<file path="config.mk">
export PLATFORM = sky130hd
export DESIGN_NAME = int_ctrl_flat
export DESIGN_NICKNAME = d
export VERILOG_FILES = /design/src/rtl/int_ctrl_if.sv /design/src/rtl/int_ctrl.sv /design/src/flat_wrapper.sv
export SDC_FILE = /design/constraint.sdc
export NUM_CORES = 1
export LEC_CHECK = 0
export CAP_MARGIN = 25
export CORE_MARGIN = 5
export CORE_UTILIZATION = 44
export CTS_CLUSTER_DIAMETER = 200
export DETAILED_ROUTE_END_ITERATION = 16
export PLACE_DENSITY = 0.86
export SYNTH_ARGS = -nofsm -noshare
export SYNTH_HDL_FRONTEND = slang
export SYNTH_SLANG_ARGS = --single-unit
</file>
<file path="constraint.sdc">
create_clock -name clk -period 1.6 [get_ports clk]
set_clock_uncertainty 0.1 [all_clocks]
set_input_delay 0.32 -clock clk [delete_from_list [all_inputs] [get_ports clk]]
set_output_delay 0.32 -clock clk [all_outputs]
set_load 0.01 [all_outputs]
</file>
<file path="src/rtl/int_ctrl_if.sv">
// int_ctrl_if: request, mask and CPU handshake bundle for int_ctrl.
// Revision: 1.0
`timescale 1ns/1ps
`default_nettype none

interface int_ctrl_if #(
  parameter int NUM_SRC = 4,
  parameter int CW      = $clog2(NUM_SRC)
);
  logic [NUM_SRC-1:0] src;
  logic               mask_we;
  logic [NUM_SRC-1:0] mask_in;
  logic               int_ack;
  logic               int_done;
  logic               err_clr;
  logic               ipu_int;
  logic [CW-1:0]      int_cause;
  logic               int_busy;
  logic [NUM_SRC-1:0] pending;
  logic               timeout_err;

  modport slave (
    input  src, mask_we, mask_in, int_ack, int_done, err_clr,
    output ipu_int, int_cause, int_busy, pending, timeout_err
  );

  modport master (
    output src, mask_we, mask_in, int_ack, int_done, err_clr,
    input  ipu_int, int_cause, int_busy, pending, timeout_err
  );
endinterface

`default_nettype wire

</file>
<file path="src/rtl/int_ctrl.sv">
// int_ctrl: edge-triggered, maskable, fixed-priority interrupt controller for the fetch stage.
// Optional acknowledge timeout enabled by INTC_TIMEOUT_EN. Revision: 1.0
`timescale 1ns/1ps
`default_nettype none

module int_ctrl #(
  parameter int                 NUM_SRC     = 4,
  parameter int                 CW          = $clog2(NUM_SRC),
  parameter logic [NUM_SRC-1:0] MASK_RST    = '1,
  parameter int                 ACK_TIMEOUT = 15
) (
  input  logic         clk,
  input  logic         rst_n,
  int_ctrl_if.slave    bus
);

  typedef enum logic [1:0] {
    S_IDLE    = 2'd0,
    S_REQ     = 2'd1,
    S_SERVICE = 2'd2
  } state_t;

  state_t             state_q;
  logic               ipu_q;
  logic [CW-1:0]      cause_q;
  logic               busy_q;
  logic [NUM_SRC-1:0] src_q;
  logic [NUM_SRC-1:0] mask_q;
  logic [NUM_SRC-1:0] pending_q;
  logic [NUM_SRC-1:0] pending_d;

  logic [NUM_SRC-1:0] rise;
  logic [NUM_SRC-1:0] elig;
  logic [NUM_SRC-1:0] clr;
  logic [CW-1:0]      sel;

  assign rise = bus.src & ~src_q;
  assign elig = pending_q & mask_q;

  always_comb begin
    sel = '0;
    for (int i = NUM_SRC - 1; i >= 0; i--) begin
      if (elig[i]) sel = CW'(i);
    end
  end

  always_comb begin
    clr = '0;
    if (state_q == S_REQ && bus.int_ack) clr[cause_q] = 1'b1;
  end

  // A new edge on the source being cleared wins over the clear.
  assign pending_d = (pending_q & ~clr) | rise;

  always_ff @(posedge clk or negedge rst_n) begin
    if (!rst_n) begin
      src_q     <= '0;
      mask_q    <= MASK_RST;
      pending_q <= '0;
    end else begin
      src_q     <= bus.src;
      pending_q <= pending_d;
      if (bus.mask_we) mask_q <= bus.mask_in;
    end
  end

`ifdef INTC_TIMEOUT_EN
  logic [7:0] cnt_q;
  logic       err_q;
  logic       err_set;

  assign err_set = (state_q == S_REQ) && !bus.int_ack && (cnt_q == 8'(ACK_TIMEOUT));

  always_ff @(posedge clk or negedge rst_n) begin
    if (!rst_n) begin
      err_q <= 1'b0;
    end else if (err_set) begin
      err_q <= 1'b1;
    end else if (bus.err_clr) begin
      err_q <= 1'b0;
    end
  end

  assign bus.timeout_err = err_q;
`else
  logic unused_cfg;
  assign unused_cfg      = bus.err_clr ^ (ACK_TIMEOUT != 0);
  assign bus.timeout_err = 1'b0;
`endif

  always_ff @(posedge clk or negedge rst_n) begin
    if (!rst_n) begin
      state_q <= S_IDLE;
      ipu_q   <= 1'b0;
      cause_q <= '0;
      busy_q  <= 1'b0;
`ifdef INTC_TIMEOUT_EN
      cnt_q   <= '0;
`endif
    end else begin
      case (state_q)
        S_IDLE: begin
          if (|elig) begin
            state_q <= S_REQ;
            ipu_q   <= 1'b1;
            cause_q <= sel;
            busy_q  <= 1'b1;
`ifdef INTC_TIMEOUT_EN
            cnt_q   <= '0;
`endif
          end
        end
        S_REQ: begin
          if (bus.int_ack) begin
            state_q <= S_SERVICE;
            ipu_q   <= 1'b0;
          end
`ifdef INTC_TIMEOUT_EN
          // Abandon the request but leave its pending bit for a retry.
          else if (err_set) begin
            state_q <= S_IDLE;
            ipu_q   <= 1'b0;
            busy_q  <= 1'b0;
          end else begin
            cnt_q   <= cnt_q + 8'd1;
          end
`endif
        end
        S_SERVICE: begin
          if (bus.int_done) begin
            state_q <= S_IDLE;
            busy_q  <= 1'b0;
          end
        end
        default: begin
          state_q <= S_IDLE;
          ipu_q   <= 1'b0;
          busy_q  <= 1'b0;
        end
      endcase
    end
  end

  assign bus.ipu_int   = ipu_q;
  assign bus.int_cause = cause_q;
  assign bus.int_busy  = busy_q;
  assign bus.pending   = pending_q;

endmodule

`default_nettype wire
</file>
<file path="src/flat_wrapper.sv">
// flat-port wrapper written by rule: the top's interface ports become plain ports
module int_ctrl_flat 
#(
  parameter int                 NUM_SRC     = 4,
  parameter int                 CW          = $clog2(NUM_SRC),
  parameter logic [NUM_SRC-1:0] MASK_RST    = '1,
  parameter int                 ACK_TIMEOUT = 15
)
  (clk, rst_n, bus_src, bus_mask_we, bus_mask_in, bus_int_ack, bus_int_done, bus_err_clr, bus_ipu_int, bus_int_cause, bus_int_busy, bus_pending, bus_timeout_err);
  int_ctrl_if #(.NUM_SRC(NUM_SRC), .CW(CW)) bus_i ();
  input  logic clk;
  input  logic rst_n;
  input wire logic [$bits(bus_i.src)-1:0] bus_src;
  input wire logic [$bits(bus_i.mask_we)-1:0] bus_mask_we;
  input wire logic [$bits(bus_i.mask_in)-1:0] bus_mask_in;
  input wire logic [$bits(bus_i.int_ack)-1:0] bus_int_ack;
  input wire logic [$bits(bus_i.int_done)-1:0] bus_int_done;
  input wire logic [$bits(bus_i.err_clr)-1:0] bus_err_clr;
  output wire logic [$bits(bus_i.ipu_int)-1:0] bus_ipu_int;
  output wire logic [$bits(bus_i.int_cause)-1:0] bus_int_cause;
  output wire logic [$bits(bus_i.int_busy)-1:0] bus_int_busy;
  output wire logic [$bits(bus_i.pending)-1:0] bus_pending;
  output wire logic [$bits(bus_i.timeout_err)-1:0] bus_timeout_err;
  assign bus_i.src = bus_src;
  assign bus_i.mask_we = bus_mask_we;
  assign bus_i.mask_in = bus_mask_in;
  assign bus_i.int_ack = bus_int_ack;
  assign bus_i.int_done = bus_int_done;
  assign bus_i.err_clr = bus_err_clr;
  assign bus_ipu_int = bus_i.ipu_int;
  assign bus_int_cause = bus_i.int_cause;
  assign bus_int_busy = bus_i.int_busy;
  assign bus_pending = bus_i.pending;
  assign bus_timeout_err = bus_i.timeout_err;
  int_ctrl #(.NUM_SRC(NUM_SRC), .CW(CW), .MASK_RST(MASK_RST), .ACK_TIMEOUT(ACK_TIMEOUT)) u_core (.clk(clk), .rst_n(rst_n), .bus(bus_i));
endmodule
</file>
* After elaboration in Yosys (flattened, before gate mapping)
Cells that the tools add are included.
Widths: inputs -> output; s select.
** Cells by class
- Reduce and logical (&&, ||, !) cells :: 8
- Order comparisons :: 2
- Equality and inequality tests :: 5
- Shift-type cells :: 0
- $mul :: 0
- Add/sub/neg operators :: 0
- Divide/modulo/power cells :: 0
- Multiplexer cells :: 16
- Bitwise operators :: 8
** Operators with widths (count)
- $mux 2 :: 7
- $and 4x4->4 :: 3
- $reduce_and 3->1 :: 3
- $not 4->4 :: 2
- $pmux 1 s3 :: 2
- $pmux 2 s3 :: 1
- $mux 1 :: 4
- $mux 4 :: 1
- $ne 2x2->1 const B :: 2
- $or 4x4->4 :: 1
- $reduce_or 4->1 :: 1
- $lt 2x3->1 const B :: 1
- $demux 1 s2 :: 1
- $eq 2x1->1 const B :: 1
- $eq 2x2->1 const B :: 1
- $ge 2x1->1 const B :: 1
- $logic_and 1x1->1 :: 2
- $logic_not 2->1 :: 1
- $ne 2x1->1 const B :: 1
- $not 1->1 :: 2
- $reduce_and 2->1 :: 1
** Storage, ports and cells
- Output and inout bits :: 9
- Register bits after elaboration :: 18
- Memories kept :: 0
- Logic and storage cells :: 46
- Input bits :: 14
- RAM bits :: 0
- Bits in latches :: 0
- Memory bits (read-only) :: 0

* Logic depth before layout (Yosys ltp)
- Depth after elaboration :: 8
- Mapped depth :: 4
- Gate-level depth less buffers :: 3

* Worst setup path after synthesis
No wires, ideal clock.
- Path type :: register to register
- From :: register u_core.pending_q[1], in the netlist u_core.bus.pending[1]
- To :: register u_core.state_q[0]
- Clock period less this slack :: 1.195 ns
- Path slack :: 0.405 ns
- Cell stages (with the launch flop) :: 4
- Arrival time :: 0.964 ns
- Library setup time :: 0.131 ns
- Path through :: dfrtp_1 > a22o_1 > a221oi_2 > a21oi_1
** Between the ends
- Word-level cells in the longest chain between the ends :: 4
** Ends and longest elaborated chain
- start, declared :: line int_ctrl.sv:29 : logic [NUM_SRC-1:0] pending_q;
- start signal, assigned :: line int_ctrl.sv:62 : pending_q <= pending_d;
- $and 4x4->4 :: line int_ctrl.sv:38 : assign elig = pending_q & mask_q;
- $reduce_or 4->1 :: line int_ctrl.sv:103 : if (|elig) begin
- $ne 2x1->1 (no source line)
- $reduce_and 3->1 (no source line)
- end signal, assigned :: line int_ctrl.sv:104 : state_q <= S_REQ;
- end signal, assigned :: line int_ctrl.sv:115 : state_q <= S_SERVICE;
- end signal, assigned :: line int_ctrl.sv:131 : state_q <= S_IDLE;
- end, declared :: line int_ctrl.sv:23 : state_t state_q;
Every way passes these cells.
A chain may end at the register's enable or synchronous reset.

* Worst setup path after layout
- From :: register u_core.pending_q[1], in the netlist u_core.bus.pending[1]
- To :: output bus_pending[1]
** RTL lines
- end, declared :: line flat_wrapper.sv:22 : output wire logic [$bits(bus_i.pending)-1:0] bus_pending;
No word-level cell between the ends.

==> metrics <==
status=finished clean; CTS tree=yes; final hold vios=0; NumNets Final=107; Seq pwr share=0.446; # IOs=23; WP buf/inv=1; gr ovfl total=0; Worst path max stage delay=between 0.4 and 0.5 ns; startpoint types=register; post-route ant nets=0; RePlAce Congestion=~0.80; post-synthesis cell area=734 um2; Distinct cells, synth=18; #FFs+latches synth=18; largest net degree at the start of global routing=19; WS Path Type=register to output port; placed cell area=approximately 950 um2; first-pass GRT wire length=about 2600 um; setup_tns=0 ns; RSZ-0062 raised after global routing=false; initial antenna violation count=0; worst path arrival time=around 1 ns; Worst-Skew Late Latency=around 0.30 ns; Initial Util=0.476; First DRT Iteration DRCs=6; share of layout cells above drive strength 1=0.196; r2r setup slk=roughly 0.23 ns; Synth area leaders=dfrtp_1 48%, dfstp_2 14%, mux2_2 6.1%, o31ai_1 5.1%, o21ai_0 4.1%; post-synthesis net count=78; crit path max fanout=4; number of global-route vias before repair=just under 600; via/cell ratio=5.39; I/O Buffers=20; Final Routed Wirelength=1530 um; Root Driver=clkbuf_4; vias post-DR=between 500 and 600; Clk pin slew, worst setup/hold paths=approximately 0.10 ns; core area=roughly 0.0015 mm2; Syn Inst Count=64; P_sw=approximately 570 uW; Avg Synthesized Cell Area=11.5 um2; LEAKAGE=approximately 0.00044 uW; slowest library cell on the worst path=dfrtp_1; CTS sink cnt=18; count of flip-flops with a built-in enable after synthesis=0; asr flop ratio synth=1.00; area leader, netlist=dfrtp_1; Core Rows=14; Synth top cells by count=14 x dfrtp_1, 7 x inv_1, 6 x o21ai_0; CP cell instances=dlygate4sd2_1; final setup violation count=0; CTS buffer count=3; fin area=0.00101 mm2; power density over cell area=roughly 1600 mW/mm2; Int Pwr=between 1000 and 1500 uW; wire per inst=between 10 and 15 um; Hold Buf Count CTS=0; total track usage=0.134; YS warnings=0; Max Freq=701 MHz; final period utilization=0.891; htree depth=1; Die X=between 50 and 60 um; Syn-to-layout area delta=37.1%; clk buf depth=2; Critical Path Sink Type=output port; post-synthesis sequential area ratio=0.620; final critical-path setup slack=around 0.17 ns; Top FF cell, synth=dfrtp_1; dpl hpwl=roughly 1100 um; Switching Fraction=0.356; clock power share=0.148; diode count=0; peak supply drop=approximately 790 uV; worst hold-check path type=input pin to async pin; power share of the combinational group=0.406; max_cap viols=0; Final Max Tran Viols=0; post-synth top area share=0.477; most common cell in the netlist=dfrtp_1; Worst Path Required=approximately 1.2 ns; DRC viols=0; setup slack at placement=~0.084 ns; drt pass-1 iters=3; Die Area=about 0.0026 mm2; Die Ht=a little over 50 um; Tmin final=around 1.4 ns; CP top delay family=flip-flops
cells by family after synthesis:
family / count (synthesis) / share of synthesized area
simple gates: 10 / 0.0630
other cells: 1 / 0.00511
flops: 18 / 0.620
buf+inv: 9 / 0.0528
mux: 4 / 0.0613
compound gates: 22 / 0.198
stage by stage:
stage | instances | utilization | hold slack (ns) | power (uW)
after floorplan | 64 | - | -0.0756 | 1040
after global placement | 99 | 0.616 | 0.294 | 1320
after detailed placement | 99 | 0.616 | 0.305 | 1340
after CTS | 108 | 0.652 | 0.244 | 1600
after global routing | 108 | 0.653 | 0.241 | 1730
final | 108 | 0.653 | 0.228 | 1590
cell usage in the layout, fill, tap and decap left out, drive strengths merged:
master and n:
dfrtp 14, clkdlybuf4s50 12, o21ai 8, inv 7, dlygate4sd2 7, buf 6
o31ai 5, nand2 5, a21oi 5, mux2 4, dfstp 4, clkbuf 4
nor2 3, a22o 2, nand4b 1, nand3b 1, a221oi 1, a32o 1
conb 1, dlymetal6s2s 1
path summary, 6_finish.rpt:
check | cells past startpoint | end | start
max | 1 | bus_pending[1] | u_core.bus.pending[1]
min | 2 | u_core.bus.int_cause[0] | rst_n
max reg2reg | 4 | u_core.bus.int_busy | u_core.bus.pending[3]
min reg2reg | 1 | u_core.bus.pending[1] | u_core.src_q[1]
max in group asynchronous | 2 | u_core.mask_q[0] | rst_n
min in group clk | 1 | u_core.bus.pending[1] | u_core.src_q[1]
layer usage:
layer,global-route usage,up-vias,routed length (um)
met3,0.0378,5,128
met2,0.219,20,762
met1,0.156,272,596
met4,0.0766,0,38
li1,-,285,-
met5,0,-,0
flip-flops by register name (all words and copies together) (netlist names):
name and count:
u_core.bus.ipu_int 1, u_core.mask_q 4, u_core.src_q 4, u_core.bus.int_busy 1, u_core.bus.pending 4, u_core.state_q 2
u_core.bus.int_cause 2
cell type report:
class                   count  area (um2)
fillers                   136         534
flip-flops and latches     18         455
inverters                   7        26.3
multi-input cells          37         240
repair buffers             26         239
well taps                  16        20.0
clock buffers               4        26.3
what timing repair did:
item / 4_1_cts / 5_1_grt
hold endpoints to repair: 0 / 0
setup endpoints to repair: 7 / 1
resized for setup: 7 / 1
buffers inserted: 5 / 0
power groups by stage:
stage               clock network [uW]  logic (uW)  registers (uW)
floorplan                            0         279             758
global placement                     0         549             767
detailed placement                   0         573             769
CTS                                236         655             710
global route                       267         722             737
finish                             236         647             711
(Power assumes the default switching activity.)
